### config.mk
export PLATFORM = sky130hd
export DESIGN_NAME = imem_prog
export DESIGN_NICKNAME = d
export VERILOG_FILES = /design/src/rtl/imem_prog_pkg.sv /design/src/rtl/imem_byte_packer.sv /design/src/rtl/imem_prog.sv
export SDC_FILE = /design/constraint.sdc
export NUM_CORES = 2
export LEC_CHECK = 0
export CAP_MARGIN = 20
export CORE_AREA = 2 2 372 374
export CTS_BUF_LIST = sky130_fd_sc_hd__clkbuf_4 sky130_fd_sc_hd__clkbuf_8 sky130_fd_sc_hd__clkbuf_16
export DETAILED_ROUTE_END_ITERATION = 10
export DIE_AREA = 0 0 374 376
export PLACE_DENSITY = 0.83
export SLEW_MARGIN = 5
export SYNTH_ARGS = -nofsm -noshare
export SYNTH_HDL_FRONTEND = slang
export SYNTH_HIERARCHICAL = 1
export SYNTH_SLANG_ARGS = --single-unit
export TNS_END_PERCENT = 100
### constraint.sdc
create_clock -name clk -period 7 [get_ports clk]
set_input_delay 0.7 -clock clk [delete_from_list [all_inputs] [get_ports clk]]
set_output_delay 0.7 -clock clk [all_outputs]
set_load 0.03 [all_outputs]
### src/rtl/imem_prog_pkg.sv
// Shared types and sizing helpers for the programmable instruction memory.
package imem_prog_pkg;

  typedef enum logic [1:0] {
    StClear = 2'd0,
    StLoad  = 2'd1,
    StRun   = 2'd2
  } state_e;

  // addi x0, x0, 0
  localparam logic [31:0] NopWord = 32'h0000_0013;

  function automatic int unsigned calc_bpw(input int unsigned data_width);
    return data_width / 8;
  endfunction

  function automatic int unsigned calc_idx_w(input int unsigned n);
    return (n > 1) ? $clog2(n) : 1;
  endfunction

endpackage

### src/rtl/imem_byte_packer.sv
// Assembles loader bytes MSB-first into instruction words; a short final word
// is emitted with its missing low bytes left at zero.
module imem_byte_packer
  import imem_prog_pkg::*;
#(
  parameter int unsigned DATA_BUS_WIDTH = 32
) (
  input  logic                      clk,
  input  logic                      rst_n,
  input  logic                      flush,
  input  logic                      accept,
  input  logic [7:0]                in_data,
  input  logic                      in_last,
  output logic                      word_valid,
  output logic [DATA_BUS_WIDTH-1:0] word
);

  localparam int unsigned Bpw  = calc_bpw(DATA_BUS_WIDTH);
  localparam int unsigned CntW = $clog2(Bpw) + 1;

  logic [DATA_BUS_WIDTH-1:0] shift_q, shift_d;
  logic [CntW-1:0]           byte_cnt_q, byte_cnt_d;

  // Current byte lands in its slot so a completing word is visible this cycle.
  always_comb begin
    word = shift_q;
    for (int i = 0; i < int'(Bpw); i++) begin
      if (byte_cnt_q == CntW'(i)) begin
        word[DATA_BUS_WIDTH-1-8*i -: 8] = in_data;
      end
    end
  end

  assign word_valid = accept && (in_last || (byte_cnt_q == CntW'(Bpw - 1)));

  always_comb begin
    shift_d    = shift_q;
    byte_cnt_d = byte_cnt_q;
    if (flush) begin
      shift_d    = '0;
      byte_cnt_d = '0;
    end else if (accept) begin
      if (word_valid) begin
        shift_d    = '0;
        byte_cnt_d = '0;
      end else begin
        shift_d    = word;
        byte_cnt_d = byte_cnt_q + 1'b1;
      end
    end
  end

  always_ff @(posedge clk or negedge rst_n) begin
    if (!rst_n) begin
      shift_q    <= '0;
      byte_cnt_q <= '0;
    end else begin
      shift_q    <= shift_d;
      byte_cnt_q <= byte_cnt_d;
    end
  end

endmodule

### src/rtl/imem_prog.sv
// Instruction memory with combinational fetch and a byte-stream program loader
// that NOP-fills the array after reset and before every load.
module imem_prog
  import imem_prog_pkg::*;
#(
  parameter int unsigned                ADDR_BUS_WIDTH = 16,
  parameter int unsigned                DATA_BUS_WIDTH = 32,
  parameter int unsigned                MEM_WORDS      = 64,
  parameter logic [DATA_BUS_WIDTH-1:0]  NOP_WORD       = DATA_BUS_WIDTH'(NopWord)
) (
  input  logic                          clk,
  input  logic                          rst_n,
  input  logic [ADDR_BUS_WIDTH-1:0]     a,
  output logic [DATA_BUS_WIDTH-1:0]     rd,
  output logic                          misaligned,
  output logic                          oob,
  input  logic                          load_start,
  input  logic                          in_valid,
  input  logic [7:0]                    in_data,
  input  logic                          in_last,
  output logic                          in_ready,
  output logic                          busy,
  output logic                          load_done,
  output logic                          overflow,
  output logic [$clog2(MEM_WORDS):0]    words_loaded
);

  localparam int unsigned Bpw  = calc_bpw(DATA_BUS_WIDTH);
  localparam int unsigned OffW = $clog2(Bpw);
  localparam int unsigned IdxW = calc_idx_w(MEM_WORDS);
  localparam int unsigned PtrW = $clog2(MEM_WORDS) + 1;

  state_e                    state_q, state_d;
  logic [PtrW-1:0]           ptr_q, ptr_d;
  logic [PtrW-1:0]           words_loaded_q, words_loaded_d;
  logic                      reload_q, reload_d;
  logic                      overflow_q, overflow_d;
  logic                      load_done_q, load_done_d;

  logic [DATA_BUS_WIDTH-1:0] mem_q [MEM_WORDS];
  logic                      mem_we;
  logic [DATA_BUS_WIDTH-1:0] mem_wdata;

  logic                      accept, full, word_valid;
  logic [DATA_BUS_WIDTH-1:0] packed_word;
  logic [ADDR_BUS_WIDTH-1:0] widx;

  assign busy         = (state_q != StRun);
  assign in_ready     = (state_q == StLoad) && !load_start;
  assign accept       = in_valid && in_ready;
  assign full         = (ptr_q == PtrW'(MEM_WORDS));
  assign load_done    = load_done_q;
  assign overflow     = overflow_q;
  assign words_loaded = words_loaded_q;

  // Fetch port: low address bits are ignored for the word lookup.
  assign widx       = a >> OffW;
  assign misaligned = (a & ADDR_BUS_WIDTH'(Bpw - 1)) != '0;
  assign oob        = 32'(widx) >= MEM_WORDS;
  assign rd         = (busy || oob) ? NOP_WORD : mem_q[widx[IdxW-1:0]];

  imem_byte_packer #(
    .DATA_BUS_WIDTH (DATA_BUS_WIDTH)
  ) u_packer (
    .clk        (clk),
    .rst_n      (rst_n),
    .flush      (load_start),
    .accept     (accept),
    .in_data    (in_data),
    .in_last    (in_last),
    .word_valid (word_valid),
    .word       (packed_word)
  );

  always_comb begin
    state_d        = state_q;
    ptr_d          = ptr_q;
    reload_d       = reload_q;
    overflow_d     = overflow_q;
    words_loaded_d = words_loaded_q;
    load_done_d    = 1'b0;
    mem_we         = 1'b0;
    mem_wdata      = NOP_WORD;
    if (load_start) begin
      state_d        = StClear;
      ptr_d          = '0;
      reload_d       = 1'b1;
      overflow_d     = 1'b0;
      words_loaded_d = '0;
    end else begin
      case (state_q)
        StClear: begin
          mem_we = 1'b1;
          if (ptr_q == PtrW'(MEM_WORDS - 1)) begin
            ptr_d    = '0;
            state_d  = reload_q ? StLoad : StRun;
            reload_d = 1'b0;
          end else begin
            ptr_d = ptr_q + 1'b1;
          end
        end
        StLoad: begin
          if (word_valid && !full) begin
            mem_we         = 1'b1;
            mem_wdata      = packed_word;
            ptr_d          = ptr_q + 1'b1;
            words_loaded_d = words_loaded_q + 1'b1;
          end
          // Past the end of the array bytes are consumed but dropped.
          if (accept && full) overflow_d = 1'b1;
          if (accept && in_last) begin
            state_d     = StRun;
            load_done_d = 1'b1;
          end
        end
        default: ;
      endcase
    end
  end

  always_ff @(posedge clk or negedge rst_n) begin
    if (!rst_n) begin
      state_q        <= StClear;
      ptr_q          <= '0;
      reload_q       <= 1'b0;
      overflow_q     <= 1'b0;
      words_loaded_q <= '0;
      load_done_q    <= 1'b0;
    end else begin
      state_q        <= state_d;
      ptr_q          <= ptr_d;
      reload_q       <= reload_d;
      overflow_q     <= overflow_d;
      words_loaded_q <= words_loaded_d;
      load_done_q    <= load_done_d;
    end
  end

  always_ff @(posedge clk) begin
    if (mem_we) mem_q[ptr_q[IdxW-1:0]] <= mem_wdata;
  end

endmodule
==> impl_metrics.csv <==
group,metric,value,unit
hold_path,worstHoldPathCells,2,
setup_path,rr_worst_depth,10,
sta,fin_crit,6664,ps
global_routing,grt-ovfl-total,0,
global_routing,grt_pass1_wl,319.0,mm
sta,clock_skew,28.11,ps
sta,drv_slew,0,
clock_tree,post_cts_buffers,0,
floorplan,fp.dieH,376,um
hold_path,holdPathEnd,"u_packer/shift_q[0]$_DFFE_PN0P_",
cells_and_area,mostFrequentLayoutCells,"2048 x edfxtp_1, 486 x mux4_2, 206 x mux2i_1",
global_routing,grt_max_degree,91,
clock_tree,cts-root-buf,"clkbuf_16",
synthesis,syn_area_per_cell,21.70,um^2
sta,final-hold-violation-count,0,
clock_tree,clock-sinks,2102,
route,first_iter_violations,8007,
route,drtAntennaViolNets,0,
pwr,intPower,20050,uW
synthesis,yosysSeqAreaShare,76.93,%
sta,rsz0062_at_grt,"no",
placement,dp_cells,5601,
route,wl,227.3,mm
cells_and_area,instances_no_fill,5960,
synthesis,syn_area,81690,um^2
synthesis,yosys_register_bits,2102,
route,viasPerCell,7.295,
setup_path,r2r-end,"mem_q[52][26]$_DFFE_PP_",
hold_path,hp-class,"reg2reg",
sta,worst_pin_slew,1222,ps
pwr,p_leak,0.03153,uW
floorplan,die_x,374,um
synthesis,syn-num-nets,3802,
pwr,power_frac_clock,42.4,%
sta,fmax,0.1501,GHz
synthesis,yosys-top-cells-area,"edfxtp_1 75%, mux4_2 13%, mux2i_1 2.5%",
sta,maxSlewHeadroom,18.30,%
setup_path,reg2reg_slack,2140,ps
cells_and_area,nFillCells,7701,
pwr,p_sw_share,20.86,%
hold_path,min-delay-start,"u_packer/shift_q[0]$_DFFE_PN0P_",
cells_and_area,drive_above_1_share,26.94,%
synthesis,ys.flop_type,"edfxtp_1",
pwr,power_density,274.8,nW/um^2
clock_tree,clk_path_buf_depth,3,
setup_path,worst_setup_path_start_kind,"flop",
cells_and_area,final_common_cell,"edfxtp_1",
global_routing,antenna_found_initial,11,
clock_tree,cts.clk_slew.worst_paths,60,ps
pwr,irDropWorstVdd,0.3046,mV
run_status,status,"finished, final reports clean",
global_routing,track_usage,32.24,%
job,drv_cap,0,
floorplan,io_pins,74,
floorplan,start_util,59.79,%
pwr,power.switching,5285,uW
setup_path,endpoint_kind,"primary output",
sta,setup-tns-final,0,ps
sta,setup_viol,0,
setup_path,r2r_start,"state_q[0]$_DFFE_PN0P_",
synthesis,yosysTopAreaCellShare,75.28,%
synthesis,syn_inst,3765,
synthesis,synth_edf_count,2048,
floorplan,core_area,136600,um^2
pwr,p_seq_share,54.0,%
setup_path,path_max_fanout,16,
route,firstDrtPassIters,6,
route,vias,43480,
setup_path,arrival,5960,ps
clock_tree,cts_inserted_buffers,193,
cells_and_area,nNetsFinal,4047,
global_routing,first_global_vias,43240,
cells_and_area,area_growth,12.86,%
setup_path,required,6300,ps
floorplan,dieArea,140600,um^2
clock_tree,cts_tree,"done",
sta,worst_slack,335.9,ps
clock_tree,clk_latency,840,ps
clock_tree,cts_htree_levels,4,
placement,port_buffers,73,
setup_path,crit_type,"reg2out",
placement,place_congestion,0.8637,
floorplan,rows,136,
placement,pre_cts_ws,1214,ps
route,route.detailed.drc,0,
pwr,combPwrFrac,3.5,%
pwr,finalPower,25340,uW
synthesis,synth_largest_area_cell,"edfxtp_1",
synthesis,synth.distinct_cells,63,
synthesis,async_reset_ff_share,2.569,%
sta,period_share,95.20,%
route,wl_per_cell,38.14,um
setup_path,cp-startpoint,"state_q[0]$_DFFE_PN0P_",
placement,hpwlAfterDp,122.9,mm
synthesis,synth_warnings,6,
==> metal layers <==
metal | routed length (um) | up-vias | GRT usage, %
met3 | 34320 | 785 | 9.757
li1 | - | 16320 | -
met2 | 107200 | 4347 | 49.94
met5 | 200 | - | 0
met4 | 13020 | 22 | 15.71
met1 | 72570 | 22010 | 42.29
==> power groups by stage <==
stage | Combinational [uW] | Clock [uW] | Sequential [uW]
3_5_place_dp | 854 | 0 | 14000
5_1_grt | 923 | 11200 | 13700
4_1_cts | 875 | 10700 | 13700
2_1_floorplan | 551 | 0 | 13900
3_3_place_gp | 838 | 0 | 13900
6_report | 899 | 10800 | 13700
==> kinds of logic (layout without fill, tap and decap cells) <==
logic type               count (synthesis)  after routing  share of synthesized area (%)
AO/OA/AOI/OAI                          349            349                          3.083
flip-flops                            2102           2102                          76.93
AND/OR/NAND/NOR                        364            364                          2.106
multiplexers                           708            708                          16.14
other                                    0              1                              0
XOR/XNOR                                 8              8                        0.08577
adder cells (fa/ha/maj)                  8              8                         0.1225
buffers and inverters                  226            626                          1.527
==> how the worst max path moves through the flow <==
stage / to / cells past startpoint
5_1_grt: rd[23] / 8
2_1_floorplan: mem_q[62][0]$_DFFE_PP_ / 11
6_report: rd[17] / 8
3_5_place_dp: rd[17] / 9
3_3_place_gp: rd[17] / 9
4_1_cts: rd[23] / 8
==> synth_stat cells, types with 3 or more instances <==
master / number
nand3b_1: 4
o22ai_2: 3
o31ai_1: 5
or3_1: 7
edfxtp_1: 2048
nand2b_1: 19
nor2b_1: 16
or2_2: 4
dfrtp_1: 54
ha_1: 8
buf_6: 31
a221o_1: 21
inv_1: 14
a21oi_1: 63
o21a_1: 3
buf_1: 13
nor3_1: 4
buf_4: 23
a31oi_1: 7
and2_1: 32
clkbuf_1: 79
o211ai_1: 3
nor4_1: 4
a211oi_1: 18
o22ai_1: 27
xor2_1: 7
mux2_2: 16
nor2_1: 104
o21ai_0: 45
nor2_2: 3
mux2i_1: 206
nor3b_1: 16
buf_2: 64
a22oi_1: 43
a22o_1: 24
a221oi_1: 58
o32ai_1: 5
mux4_2: 486
nand3_1: 11
a21o_1: 3
nand2_1: 127
and3_1: 5
==> flip-flops by register name (all words and copies together) (netlist names), 2 cells and up <==
| name | count |
|---|---|
| mem_q | 2048 |
| ptr_q | 7 |
| words_loaded | 7 |
| u_packer/shift_q | 32 |
| u_packer/byte_cnt_q | 3 |
| state_q | 2 |
==> repair_timing <==
action	in CTS	in global routing
hold buffers	1	0
endpoints found under the hold margin	54	0
endpoints found under the setup margin	0	0
gates resized for setup	0	0
==> stage by stage <==
step / instance area [um^2] / hold WS, ps / util [%]
floorplan: 81690 / 404.4 / -
global placement: 85480 / 454.5 / 62.56
detailed placement: 85620 / 463.0 / 62.66
CTS: 92020 / 477.7 / 67.34
global route: 92190 / 497.0 / 67.47
finish: 92200 / 475.9 / 67.47
==> area by class of cell <==
cell class | count | area, um^2 | area share, %
sequential | 2102 | 62850 | 68.17
timing repair buffer | 260 | 2495 | 2.706
clock buffer | 246 | 5311 | 5.761
tap | 1794 | 2245 | 2.435
multi-input combinational | 1437 | 18150 | 19.69
inverter | 16 | 65.06 | 0.07057
clock inverter | 104 | 1079 | 1.170
antenna | 1 | 2.502 | 0.002714
==> worst max-delay path, cell delays in order, from the launching register on <==
cell and delay [ps]:
dfrtp_1 480, nand2b_1 620, nor3_1 1010, nand2_2 580, buf_4 430, nor4_1 790, a21o_1 250, a221o_1 230
clkdlybuf4s50_1 710
No activity file was read; power rests on OpenSTA's default activity.
